**config.mk**
```make
export PLATFORM = sky130hd
export DESIGN_NAME = spi_master
export DESIGN_NICKNAME = d
export VERILOG_FILES = /design/src/rtl/spi_master.sv
export SDC_FILE = /design/constraint.sdc
export NUM_CORES = 1
export LEC_CHECK = 0
export CORE_UTILIZATION = 54
export CTS_CLUSTER_SIZE = 14
export DETAILED_ROUTE_END_ITERATION = 8
export PLACE_DENSITY = 0.86
export SLEW_MARGIN = 20
export SYNTH_ARGS = -nofsm -noshare
export SYNTH_HDL_FRONTEND = slang
export SYNTH_SLANG_ARGS = --single-unit
```
**constraint.sdc**
```tcl
create_clock -name i_clk -period 6.05 [get_ports i_clk]
set_input_delay 1.815 -clock i_clk [delete_from_list [all_inputs] [get_ports i_clk]]
set_output_delay 1.815 -clock i_clk [all_outputs]
set_load 0.1 [all_outputs]
```
**src/rtl/spi_master.sv**
```systemverilog
// spi_master: single-frame SPI bus master with configurable mode and clock divider.
//
// A frame runs through four phases: IDLE, SETUP (cs low, sclk idle), SHIFT (DATA_WIDTH sclk
// pulses) and HOLD (cs still low, sclk idle). Every output is a register. A frame takes
// exactly (2*DATA_WIDTH+2)*CLK_DIV cycles from the accepting edge to the done pulse.
//
// Parameters:
//   DATA_WIDTH  frame length in bits (2..32)
//   CLK_DIV     sclk half-period in clk cycles (>= 1)
//   CPOL        sclk idle level
//   CPHA        0: sample on leading edge, 1: sample on trailing edge
//
// Ports:
//   i_clk             system clock, rising edge
//   i_reset           synchronous active-high reset; aborts any frame
//   i_start_transfer  frame request, honoured only when idle
//   i_data_to_tx      frame to send, captured on the accepting edge
//   o_data_to_rx      last completely received frame
//   o_busy            high while a frame is in progress
//   o_done            one-cycle pulse at frame completion
//   o_sclk            serial clock
//   o_mosi            serial data out (0 when idle)
//   i_miso            serial data in
//   o_cs              chip select, active low
//
// Optional feature: define SPI_LSB_FIRST_EN to shift frames LSB first (default MSB first).
// Frame timing is the same either way.
module spi_master #(
  parameter int unsigned DATA_WIDTH = 16,
  parameter int unsigned CLK_DIV    = 4,
  parameter bit          CPOL       = 1'b0,
  parameter bit          CPHA       = 1'b0
) (
  input  logic                  i_clk,
  input  logic                  i_reset,
  input  logic                  i_start_transfer,
  input  logic [DATA_WIDTH-1:0] i_data_to_tx,
  output logic [DATA_WIDTH-1:0] o_data_to_rx,
  output logic                  o_busy,
  output logic                  o_done,
  output logic                  o_sclk,
  output logic                  o_mosi,
  input  logic                  i_miso,
  output logic                  o_cs
);

  localparam int unsigned DivW  = (CLK_DIV > 1) ? $clog2(CLK_DIV) : 1;
  localparam int unsigned HalfW = $clog2(2 * DATA_WIDTH);

  localparam logic [DivW-1:0]  DivLast       = DivW'(CLK_DIV - 1);
  // Index of the final half-period of SHIFT (idle half of the last pulse).
  localparam logic [HalfW-1:0] HalfLast      = HalfW'(2 * DATA_WIDTH - 1);
  // Phase whose end produces the final trailing edge.
  localparam logic [HalfW-1:0] HalfLastTrail = HalfW'(2 * DATA_WIDTH - 2);

  typedef enum logic [1:0] {StIdle, StSetup, StShift, StHold} state_e;

  // Bit-order helpers: the only place the shift direction is decided.
  function automatic logic head_bit(input logic [DATA_WIDTH-1:0] v);
`ifdef SPI_LSB_FIRST_EN
    return v[0];
`else
    return v[DATA_WIDTH-1];
`endif
  endfunction

  function automatic logic [DATA_WIDTH-1:0] advance(input logic [DATA_WIDTH-1:0] v);
`ifdef SPI_LSB_FIRST_EN
    return v >> 1;
`else
    return v << 1;
`endif
  endfunction

  function automatic logic [DATA_WIDTH-1:0] insert(input logic [DATA_WIDTH-1:0] v,
                                                   input logic b);
`ifdef SPI_LSB_FIRST_EN
    return {b, v[DATA_WIDTH-1:1]};
`else
    return {v[DATA_WIDTH-2:0], b};
`endif
  endfunction

  state_e                r_state;
  logic [DivW-1:0]       r_div;
  logic [HalfW-1:0]      r_half;
  logic [DATA_WIDTH-1:0] r_shift;  // bits still to be presented, head = next bit
  logic [DATA_WIDTH-1:0] r_rx;
  logic [DATA_WIDTH-1:0] r_data_to_rx;
  logic                  r_busy;
  logic                  r_done;
  logic                  r_sclk;
  logic                  r_mosi;
  logic                  r_cs;
  logic                  w_phase_end;

  assign w_phase_end = (r_div == DivLast);

  always_ff @(posedge i_clk) begin
    if (i_reset) begin
      r_state      <= StIdle;
      r_div        <= '0;
      r_half       <= '0;
      r_shift      <= '0;
      r_rx         <= '0;
      r_data_to_rx <= '0;
      r_busy       <= 1'b0;
      r_done       <= 1'b0;
      r_sclk       <= CPOL;
      r_mosi       <= 1'b0;
      r_cs         <= 1'b1;
    end else begin
      r_done <= 1'b0;
      unique case (r_state)
        StIdle: begin
          r_mosi <= 1'b0;
          if (i_start_transfer) begin
            r_state <= StSetup;
            r_cs    <= 1'b0;
            r_busy  <= 1'b1;
            r_div   <= '0;
            r_half  <= '0;
            r_rx    <= '0;
            if (CPHA == 1'b0) begin
              // First bit must already be on the wire before the first leading edge.
              r_mosi  <= head_bit(i_data_to_tx);
              r_shift <= advance(i_data_to_tx);
            end else begin
              r_shift <= i_data_to_tx;
            end
          end
        end

        StSetup: begin
          if (w_phase_end) begin
            // First leading edge.
            r_div   <= '0;
            r_half  <= '0;
            r_sclk  <= ~CPOL;
            r_state <= StShift;
            if (CPHA == 1'b0) begin
              r_rx <= insert(r_rx, i_miso);
            end else begin
              r_mosi  <= head_bit(r_shift);
              r_shift <= advance(r_shift);
            end
          end else begin
            r_div <= r_div + 1'b1;
          end
        end

        StShift: begin
          if (w_phase_end) begin
            r_div <= '0;
            if (r_half == HalfLast) begin
              r_state <= StHold;
            end else begin
              r_half <= r_half + 1'b1;
              r_sclk <= ~r_sclk;
              if (!r_half[0]) begin
                // Even phases end in a trailing edge.
                if (CPHA == 1'b1) begin
                  r_rx <= insert(r_rx, i_miso);
                end else if (r_half != HalfLastTrail) begin
                  r_mosi  <= head_bit(r_shift);
                  r_shift <= advance(r_shift);
                end
              end else begin
                if (CPHA == 1'b1) begin
                  r_mosi  <= head_bit(r_shift);
                  r_shift <= advance(r_shift);
                end else begin
                  r_rx <= insert(r_rx, i_miso);
                end
              end
            end
          end else begin
            r_div <= r_div + 1'b1;
          end
        end

        StHold: begin
          if (w_phase_end) begin
            r_div        <= '0;
            r_state      <= StIdle;
            r_cs         <= 1'b1;
            r_busy       <= 1'b0;
            r_done       <= 1'b1;
            r_mosi       <= 1'b0;
            r_data_to_rx <= r_rx;
          end else begin
            r_div <= r_div + 1'b1;
          end
        end

        default: r_state <= StIdle;
      endcase
    end
  end

  assign o_data_to_rx = r_data_to_rx;
  assign o_busy       = r_busy;
  assign o_done       = r_done;
  assign o_sclk       = r_sclk;
  assign o_mosi       = r_mosi;
  assign o_cs         = r_cs;

endmodule

```
==> impl_metrics.py <==
metrics = {
    "cts": {
        "holdBufCountCts": 0,
        "cts_setup_buffers": 0,
        "numCtsBuffers": 9,
        "clkLatencyLatePin_ns": 0.35,
        "clockBufferDepth": 2,
        "htreeDepth": 3,
        "cts_resized": 0,
        "tritoncts": "yes",
        "cts_num_sinks": 61,
        "clk_root_buffer_cell": "clkbuf_8",
        "clk_transition_reported_paths_ns": 0.07,
    },
    "pwr": {
        "intPower_mw": 0.790,
        "power.total_mw": 1.40,
        "p_sw_mw": 0.610,
        "vdd_drop_max_mv": 0.309,
        "switching_share": 0.436,
        "power_frac_comb": 0.411,
        "power_leakage_nw": 1.08,
        "clkPwrFrac": 0.231,
        "p_per_area_nw_per_um2": 429,
        "power_frac_seq": 0.359,
    },
    "drt": {
        "drtPass1Iterations": 4,
        "via_per_inst": 5.76,
        "dr.first_iter.drc_count": 241,
        "wl_per_cell_um": 14.4,
        "ant_nets": 0,
        "totalWireLength_um": 5910,
        "vias": 2369,
        "drc": 0,
    },
    "floorplan": {
        "die_area_sq_um": 5390,
        "die_h_um": 73.4,
        "io_pins": 41,
        "start_util": 0.572,
        "dieWidth_um": 73.4,
        "rows": 25,
        "coreArea_sq_um": 4820,
    },
    "layout": {
        "area_delta_synth_final_pct": 18.5,
        "drive_gt1_frac": 0.0930,
        "diodes": 0,
        "layout.nets": 367,
        "multiInputGateArea_sq_um": 1360,
        "n_fill_cell": 400,
        "seq_area_sq_um": 1220,
    },
    "timing": {
        "finalSetupTns_ns": 0,
        "min_period_ns": 3.82,
        "worst_pin_slew_ns": 0.971,
        "fmax_mhz": 262,
        "hold_viol_final": 0,
        "slew_headroom": 0.351,
        "rsz0062_at_grt": "no",
        "clock_skew_ns": 0.00805,
        "drv_slew": 0,
        "fin_ws_ns": 2.23,
        "setup_viol": 0,
        "period_share": 0.631,
    },
    "grt": {
        "grt_pass1_wl_um": 9810,
        "antenna_found_initial": 0,
        "grt_start_max_net_pins": 58,
        "grt_pass1_vias": 2182,
        "overflow": 0,
        "grt_usage": 0.239,
    },
    "synthesis": {
        "synth_top_area_share": 0.443,
        "synth_nets": 342,
        "synthCells": 314,
        "synth_mux_area_frac": 0.0545,
        "synth_top_family_by_area": "compound AO/OA/AOI/OAI gates",
        "synth-simple-area-share": 0.170,
        "yosysTopAreaCell": "dfxtp_1",
        "synth_area_sq_um": 2760,
        "synth_xor_area_frac": 0,
        "synthTopCellsByArea": "dfxtp_1, a21oi_1, nand2_1",
        "ys_seq_area_frac": 0.443,
        "yosys.area_share.adder": 0.0363,
        "yosys_warnings": 0,
        "ys_types": 39,
        "ys_seq_elements": 61,
        "async_flop_share": 0,
        "synth_ff_type": "dfxtp_1",
        "synth.avg_cell_area_sq_um": 8.77,
        "synth_edf_count": 0,
        "synth_compound_area_frac": 0.232,
    },
    "place": {
        "hpwl_um": 3730,
        "finalWeightedCongestion": 0.839,
        "place_ws_ns": 1.87,
        "io_buffers": 40,
    },
    "setup_path": {
        "critPathMaxStageDelay_ns": 0.68,
        "cpLargestDelayFamily": "simple AND/OR/NAND/NOR gates",
        "critPathKind": "input pin to flop",
        "crit_buf_inv": 1,
        "critical_path_required_ns": 6.24,
        "cp_max_fo": 15,
        "cp.arrival_ns": 4.01,
        "slowest_stage": "and2_1",
        "endpoint_kind": "flop",
        "startpoint_type": "input pin",
        "crit_chain": "clkdlybuf4s50_1 > and2b_1 > nor2_2 > and2_1 > a211oi_1",
    },
    "job": {
        "cap_violations": 0,
    },
    "hold_path": {
        "holdCritPathClass": "flop to flop",
    },
    "outcome": {
        "outcome": "complete, no violations",
    },
}
layout make-up:
class                   instances  share of cell area
inverters                       6             0.00690
repair buffers                 41               0.124
clock inverters                 7              0.0157
clock buffers                   9              0.0379
flip-flops and latches         61               0.374
well taps                      67              0.0257
multi-input cells             220               0.416
sequential cells by signal (all words and copies together) (netlist names):
signal and cells:
o_busy 1, o_cs 1, o_data_to_rx 16, o_done 1
o_mosi 1, o_sclk 1, r_div 2, r_half 5
r_rx 16, r_shift 15, r_state 2
per-layer routing:
layer  global-route usage  share of wire
met1                0.309           0.45
met2                0.366           0.46
met3               0.0494          0.054
met4                0.145          0.027
met5                    0              0
logic make-up after synthesis:
kind of cell               after synthesis
and+or+nand+nor                         92
DFF                                     61
muxes                                   15
adders and majority gates                8
AOI/OAI and AO/OA                      105
buffers and inverters                   33
cell usage in the layout, fill, tap and decap left out, drive strengths merged, types with 3 or more instances in the layout:
cell,n
a21oi,61
dfxtp,61
nand2,43
clkdlybuf4s50,39
o21ai,24
nand4,16
mux2i,15
a211oi,14
clkbuf,9
nor2,9
ha,8
inv,7
clkinv,4
nand2b,3
nand3b,3
power by group through the flow:
| stage | Combinational [mW] | Clock [mW] | Sequential [mW] |
|---|---|---|---|
| after floorplan | 0.449 | 0 | 0.568 |
| after global placement | 0.551 | 0 | 0.507 |
| after detailed placement | 0.565 | 0 | 0.509 |
| after CTS | 0.568 | 0.326 | 0.501 |
| after global routing | 0.620 | 0.344 | 0.508 |
| final | 0.575 | 0.323 | 0.502 |
synth_stat cells (2+ instances only):
library cell  number
a211oi_1           4
a211oi_2          10
a21oi_1           61
and2_1             2
and3_1             2
buf_1              2
buf_2              8
buf_6              3
clkbuf_1          12
dfxtp_1           61
ha_1               8
inv_1              6
mux2i_1           15
nand2_1           43
nand2b_1           3
nand3_1            2
nand3b_1           3
nand4_1           16
nand4b_1           2
nor2_1             8
nor3_1             2
o21ai_0           23
or3_1              2
worst paths after layout:
kind / startpoint / end / slack [ns] / cells past startpoint
worst min-delay path: o_data_to_rx[11] / o_data_to_rx[11] / 0.45 / 2
worst max register to register: r_state[0] / r_half[2] / 3.19 / 7
worst min register to register: o_data_to_rx[11] / o_data_to_rx[11] / 0.45 / 2
worst max-delay path: i_start_transfer / r_shift[8] / 2.23 / 5
per-stage QoR:
stage               instances  utilization  area [sq um]  hold slack [ns]
floorplan                 314            -          2760            0.428
global placement          395        0.641          3090            0.442
detailed placement        395        0.641          3090            0.447
CTS                       411        0.677          3260            0.457
global route              411        0.678          3270            0.473
finish                    411        0.678          3270            0.453
worst min-delay path, cell delays in order, from the launching register on:
cell and delay [ns]:
dfxtp_1 0.31, nand2_1 0.05, a21oi_1 0.05
(Power assumes the default switching activity.)
